==> src/rtl/glyph_row_fetcher_pkg.sv <==
// glyph_row_fetcher_pkg: shared widths, glyph address layout and fetch FSM states
package glyph_row_fetcher_pkg;

   localparam int CHAR_CODE_WIDTH  = 8;
   localparam int GLYPH_ROW_WIDTH  = 4;
   localparam int GLYPH_ADDR_WIDTH = 12;
   localparam int COL_WIDTH        = 7;

   typedef struct packed {
      logic [CHAR_CODE_WIDTH-1:0] code;
      logic [GLYPH_ROW_WIDTH-1:0] row;
   } glyph_addr_t;

   typedef enum logic [1:0] {IDLE, FETCH, DRAIN} fetch_state_t;

endpackage

==> src/rtl/glyph_row_fetcher_rom_arbiter.sv <==
// glyph_rom_arbiter: shares the character ROM port between video S1 and CPU readback
module glyph_rom_arbiter
   import glyph_row_fetcher_pkg::*;
(
   input  logic                        clk_i,
   input  logic                        reset_ni,
   input  logic                        video_valid_i,
   input  glyph_addr_t                 video_addr_i,
   input  logic                        cpu_req_i,
   input  logic [GLYPH_ADDR_WIDTH-1:0] cpu_addr_i,
   input  logic [31:0]                 rom_data_i,
   output logic [GLYPH_ADDR_WIDTH-1:0] rom_addr_o,
   output logic                        cpu_ack_o,
   output logic [31:0]                 cpu_data_o
);

   logic [GLYPH_ADDR_WIDTH-1:0] last_addr;
   logic [31:0]                 held_data;
   logic                        grant;

   // a CPU read is in flight exactly during its ack cycle, so ack doubles as the outstanding flag
   assign grant      = reset_ni & ~video_valid_i & cpu_req_i & ~cpu_ack_o;
   assign rom_addr_o = video_valid_i ? video_addr_i : grant ? cpu_addr_i : last_addr;
   assign cpu_data_o = cpu_ack_o ? rom_data_i : held_data;

   // remember the last ROM address, raise ack one cycle after grant, keep the CPU data stable
   always_ff @(posedge clk_i or negedge reset_ni) begin
      if (!reset_ni) begin
         last_addr <= '0;
         cpu_ack_o <= 1'b0;
         held_data <= '0;
      end else begin
         last_addr <= rom_addr_o;
         cpu_ack_o <= grant;
         if (cpu_ack_o) held_data <= rom_data_i;
      end
   end

endmodule

==> src/rtl/glyph_row_fetcher.sv <==
// glyph_row_fetcher: walks one text line per scanline through text RAM and character ROM into the line buffer
module glyph_row_fetcher
   import glyph_row_fetcher_pkg::*;
#(
   parameter int COLUMNS         = 80,
   parameter int TEXT_ADDR_WIDTH = 12
) (
   input  logic                        clk_i,
   input  logic                        reset_ni,
   input  logic                        start_i,
   input  logic                        abort_i,
   input  logic [TEXT_ADDR_WIDTH-1:0]  line_base_i,
   input  logic [GLYPH_ROW_WIDTH-1:0]  glyph_row_i,
   output logic                        busy_o,
   output logic                        done_o,
   output logic                        text_en_o,
   output logic [TEXT_ADDR_WIDTH-1:0]  text_addr_o,
   input  logic [CHAR_CODE_WIDTH-1:0]  text_data_i,
   output logic [GLYPH_ADDR_WIDTH-1:0] rom_addr_o,
   input  logic [31:0]                 rom_data_i,
   output logic                        lb_we_o,
   output logic [COL_WIDTH-1:0]        lb_addr_o,
   output logic [31:0]                 lb_data_o,
   input  logic                        cpu_req_i,
   input  logic [GLYPH_ADDR_WIDTH-1:0] cpu_addr_i,
   output logic                        cpu_ack_o,
   output logic [31:0]                 cpu_data_o
);

   localparam logic [COL_WIDTH-1:0] LAST_COL = COL_WIDTH'(COLUMNS - 1);

   fetch_state_t               state;
   logic [TEXT_ADDR_WIDTH-1:0] base;
   logic [GLYPH_ROW_WIDTH-1:0] row;
   logic [COL_WIDTH-1:0]       col, col_next, s1_col, s2_col;
   logic                       issue, s1_valid, s2_valid, s1_live;
   glyph_addr_t                video_addr;

   // abort kills the issue slot and both pipeline stages in the cycle it is seen
   assign col_next   = col + 1'b1;
   assign text_en_o  = issue & ~abort_i;
   assign s1_live    = s1_valid & ~abort_i;
   assign lb_we_o    = s2_valid & ~abort_i;
   assign lb_addr_o  = s2_col;
   assign lb_data_o  = lb_we_o ? rom_data_i : '0;
   assign video_addr = '{code: text_data_i, row: row};

   // line fetch sequencer: issue one column per cycle, then wait for the pipeline to drain
   always_ff @(posedge clk_i or negedge reset_ni) begin
      if (!reset_ni) begin
         state       <= IDLE;
         base        <= '0;
         row         <= '0;
         col         <= '0;
         issue       <= 1'b0;
         text_addr_o <= '0;
         busy_o      <= 1'b0;
         done_o      <= 1'b0;
      end else begin
         done_o <= 1'b0;
         case (state)
            IDLE: if (start_i && !abort_i) begin
               base        <= line_base_i;
               row         <= glyph_row_i;
               col         <= '0;
               text_addr_o <= line_base_i;
               issue       <= 1'b1;
               busy_o      <= 1'b1;
               state       <= FETCH;
            end
            FETCH: if (abort_i) begin
               issue  <= 1'b0;
               busy_o <= 1'b0;
               state  <= IDLE;
            end else if (col == LAST_COL) begin
               issue <= 1'b0;
               state <= DRAIN;
            end else begin
               col         <= col_next;
               text_addr_o <= base + TEXT_ADDR_WIDTH'(col_next);
            end
            DRAIN: if (abort_i) begin
               busy_o <= 1'b0;
               state  <= IDLE;
            end else if (!s1_valid) begin
               done_o <= 1'b1;
               busy_o <= 1'b0;
               state  <= IDLE;
            end
            default: state <= IDLE;
         endcase
      end
   end

   // column tags ride along with the stage valids so every write carries its own column
   always_ff @(posedge clk_i or negedge reset_ni) begin
      if (!reset_ni) begin
         s1_valid <= 1'b0;
         s2_valid <= 1'b0;
         s1_col   <= '0;
         s2_col   <= '0;
      end else begin
         s1_valid <= text_en_o;
         s1_col   <= col;
         s2_valid <= s1_live;
         s2_col   <= s1_col;
      end
   end

   glyph_rom_arbiter u_arbiter (
      .clk_i        (clk_i),
      .reset_ni     (reset_ni),
      .video_valid_i(s1_live),
      .video_addr_i (video_addr),
      .cpu_req_i    (cpu_req_i),
      .cpu_addr_i   (cpu_addr_i),
      .rom_data_i   (rom_data_i),
      .rom_addr_o   (rom_addr_o),
      .cpu_ack_o    (cpu_ack_o),
      .cpu_data_o   (cpu_data_o)
   );

endmodule

==> config.mk <==
export PLATFORM = sky130hd
export DESIGN_NAME = glyph_row_fetcher
export DESIGN_NICKNAME = d
export VERILOG_FILES = /design/src/rtl/glyph_row_fetcher_pkg.sv /design/src/rtl/glyph_row_fetcher_rom_arbiter.sv /design/src/rtl/glyph_row_fetcher.sv
export SDC_FILE = /design/constraint.sdc
export NUM_CORES = 1
export LEC_CHECK = 0
export ABC_AREA = 1
export CAP_MARGIN = 20
export CORE_MARGIN = 2
export CORE_UTILIZATION = 43
export CTS_CLUSTER_SIZE = 12
export DETAILED_ROUTE_END_ITERATION = 8
export GPL_TIMING_DRIVEN = 0
export PLACE_DENSITY = 0.77
export SLEW_MARGIN = 20
export SYNTH_ARGS = -nofsm -noshare
export SYNTH_HDL_FRONTEND = slang
export SYNTH_HIERARCHICAL = 1
export SYNTH_SLANG_ARGS = --single-unit
==> constraint.sdc <==
create_clock -name clk_i -period 2.8 [get_ports clk_i]
set_clock_uncertainty 0.2 [all_clocks]
set_input_delay 0.28 -clock clk_i [delete_from_list [all_inputs] [get_ports clk_i]]
set_output_delay 0.28 -clock clk_i [all_outputs]
set_load 0.01 [all_outputs]
==> results.json <==
{
  "status": "finished clean",
  "grt_pass1_vias": 4364,
  "worstPathArrival_ps": 2200,
  "worstMarginPinSlew_ps": 470,
  "placed_area_sq_um": 6950,
  "start_util": 0.440,
  "fillers": 955,
  "synth_area_sq_um": 5020,
  "place_congestion": 0.873,
  "crit_required_ps": 2320,
  "coreArea_sq_um": 11400,
  "ys_seq_elements": 101,
  "utilization": 0.640,
  "synth_top_cell_area_share": 0.503,
  "start_kind": "input port",
  "grt_pass1_wl_mm": 21.8,
  "dp_hpwl_mm": 10.3,
  "yosysTopAreaCell": "dfrtp_1",
  "drive_gt1_frac": 0.120,
  "yosysWarnings": 6,
  "power_density_nw_per_um2": 848,
  "cts_buffers": 9,
  "avgSynthCellArea_sq_um": 8.84,
  "rr_endpoint": "text_addr_o[9]$_DFFE_PN0P_",
  "setup_viol": 0,
  "vias": 4302,
  "wl_per_cell_um": 14.9,
  "whs_endpoint": "lb_addr_o[0]$_DFF_PN0_",
  "rrSetupSlack_ps": 200,
  "synth_top_cells_by_count": "nand2_1 (134), dfrtp_1 (101), inv_1 (98), nor2_1 (58), nand3_1 (48)",
  "slew_headroom": 0.686,
  "clk_latency_ps": 350,
  "wl_mm": 13.5,
  "finalMaxSlewViolations": 0,
  "first_iter_violations": 176,
  "design_area_sq_um": 7310,
  "die_y_um": 112,
  "whs_path_depth": 0,
  "r2r-start": "col[0]$_DFFE_PN0P_",
  "synth_edf_count": 0,
  "htree_levels": 3,
  "antenna_cells": 0,
  "synth_cell_type_count": 30,
  "drc": 0,
  "dr.pass1.iters": 4,
  "cts_tree": "yes",
  "syn_inst": 568,
  "yosys-top-cells-area": "dfrtp_1 (50%), nand2_1 (10%), mux2_2 (8.5%), inv_1 (7.3%), nand3_1 (4.8%)",
  "grt.overflow.total": 0,
  "num_io_pins": 173,
  "cp_max_fo": 10,
  "synth_top_flop_cell": "dfrtp_1",
  "hold_path.class": "register to register",
  "clock_sink_count": 101,
  "finalCritPeriodShare": 0.959,
  "finalHoldViolations": 0,
  "clockBufferDepth": 2,
  "die_x_um": 112,
  "drv_cap": 0,
  "io_buffers": 172,
  "grt_max_degree": 61,
  "via_per_inst": 4.76,
  "path_class": "input port to output port",
  "cts.root.buffer_cell": "clkbuf_16",
  "synthArstFlopShare": 1.00,
  "syn2layout_area_growth_pct": 45.5,
  "synth.most_common_cell": "nand2_1",
  "hold_start": "s1_col[0]$_DFF_PN0_",
  "power.leakage_uw": 0.00361,
  "synth_fp_nets": 655,
  "worst_setup_path_end_kind": "output port",
  "clk_pin_slew_ps": 70,
  "row_count": 39,
  "layout_min_cycle_time_ps": 2680,
  "grt_antenna_before_repair": 0,
  "ys_seq_area_frac": 0.503,
  "gr-usage-all-layers": 0.217,
  "nNetsFinal": 843,
  "rr_worst_depth": 14,
  "antenna_left": 0,
  "dieArea_sq_um": 12600,
  "max-vdd-ir-drop_uv": 498,
  "tns_ps": 0,
  "fmax_mhz": 373
}
[report_power, final]
group	internal, uW	total [uW]	switching (uW)	leakage, uW
logic	1360	2840	1480	0.00222
registers	1930	2170	243	0.00125
clock network	617	1190	571	0.000142
[cells by family (layout without fill, tap and decap cells)]
kind of cell,count (synthesis),after routing,synth area share
compound gates,38,38,0.0456
simple gates,251,251,0.211
flops,101,101,0.503
buf+inv,118,311,0.105
fa+ha+maj,14,14,0.0364
mux,38,38,0.0852
xor+xnor,8,8,0.0139
[flip-flops by register name, indices dropped and copies added, names as in the netlist]
name and flops:
base 12, busy_o 1, col 7, done_o 1, issue 1, lb_addr_o 7, row 4, s1_col 7
s1_valid 1, s2_valid 1, state 2, text_addr_o 12, u_arbiter/cpu_ack_o 1, u_arbiter/held_data 32, u_arbiter/last_addr 12
[worst max path at each step]
stage,startpoint,to,slack (ps),cells after the start
2_1_floorplan,col[0]$_DFFE_PN0P_,text_addr_o[9]$_DFFE_PN0P_,470,14
3_3_place_gp,reset_ni,rom_addr_o[5],-3140,9
3_5_place_dp,abort_i,rom_addr_o[0],-110,7
4_1_cts,abort_i,rom_addr_o[0],3,7
5_1_grt,col[0]$_DFFE_PN0P_,text_addr_o[11]$_DFFE_PN0P_,-10,14
6_report,abort_i,rom_addr_o[2],120,7
[metrics by stage]
stage / power [uW] / cells / setup slack, ps / hold WS, ps
floorplan: 3750 / 568 / 472 / -216
global placement: 4900 / 883 / -3140 / 135
detailed placement: 5010 / 884 / -115 / 22.3
CTS: 6230 / 902 / 3.12 / 151
global route: 6630 / 904 / -9.65 / 163
finish: 6200 / 904 / 116 / 151
[metal layers]
layer  wire, um  track usage  share of wire
met2       6650        0.373           0.49
met1       5550        0.263           0.41
met5          0            0              0
met3        881       0.0513          0.065
met4        427       0.0862          0.032
[cell usage in the layout, fill, tap and decap left out, types with 2 or more instances in the layout]
cell type,netlist,routed
clkbuf_16,0,9
nand3_2,1,2
xnor2_1,3,3
inv_6,0,3
o22ai_1,2,2
xor2_1,5,5
nor3_1,2,2
clkdlybuf4s50_1,0,170
buf_6,8,9
buf_12,1,2
nand4_1,3,3
dfrtp_1,101,100
nand2_1,134,134
o21ai_0,19,19
buf_4,1,3
a21oi_1,5,5
nand3_1,48,47
nor2_1,58,56
clkbuf_2,0,3
buf_2,4,3
nand3b_1,2,2
clkinv_2,0,2
clkbuf_1,5,2
a21oi_2,5,5
mux2_2,38,38
ha_1,13,12
o211ai_1,4,4
inv_1,98,98
[area by class of cell]
cell class	count	area, sq um	area share
repair buffers	177	1800	0.246
clock buffers	9	225	0.0308
clock inverters	7	56.3	0.00771
plain buffers	19	163	0.0223
flip-flops and latches	101	2530	0.346
multi-input cells	349	1990	0.272
inverters	99	372	0.0509
well taps	143	179	0.0245
[worst max-delay path: stages]
cell             delay [ps]
clkdlybuf4s50_1         670
nor2_4                  120
buf_6                   170
inv_1                   180
nand3_1                 100
nand2_1                 110
clkdlybuf4s50_1         580
[timing repair]
| action | in CTS | in global routing |
|---|---|---|
| gates resized for setup | 1 | 14 |
| hold endpoints to repair | 41 | 0 |
| setup buffers | 0 | 2 |
| hold buffers | 2 | 0 |
| endpoints found under the setup margin | 12 | 41 |
| pin swaps | 0 | 1 |
Power figures use the tool's default switching activity.
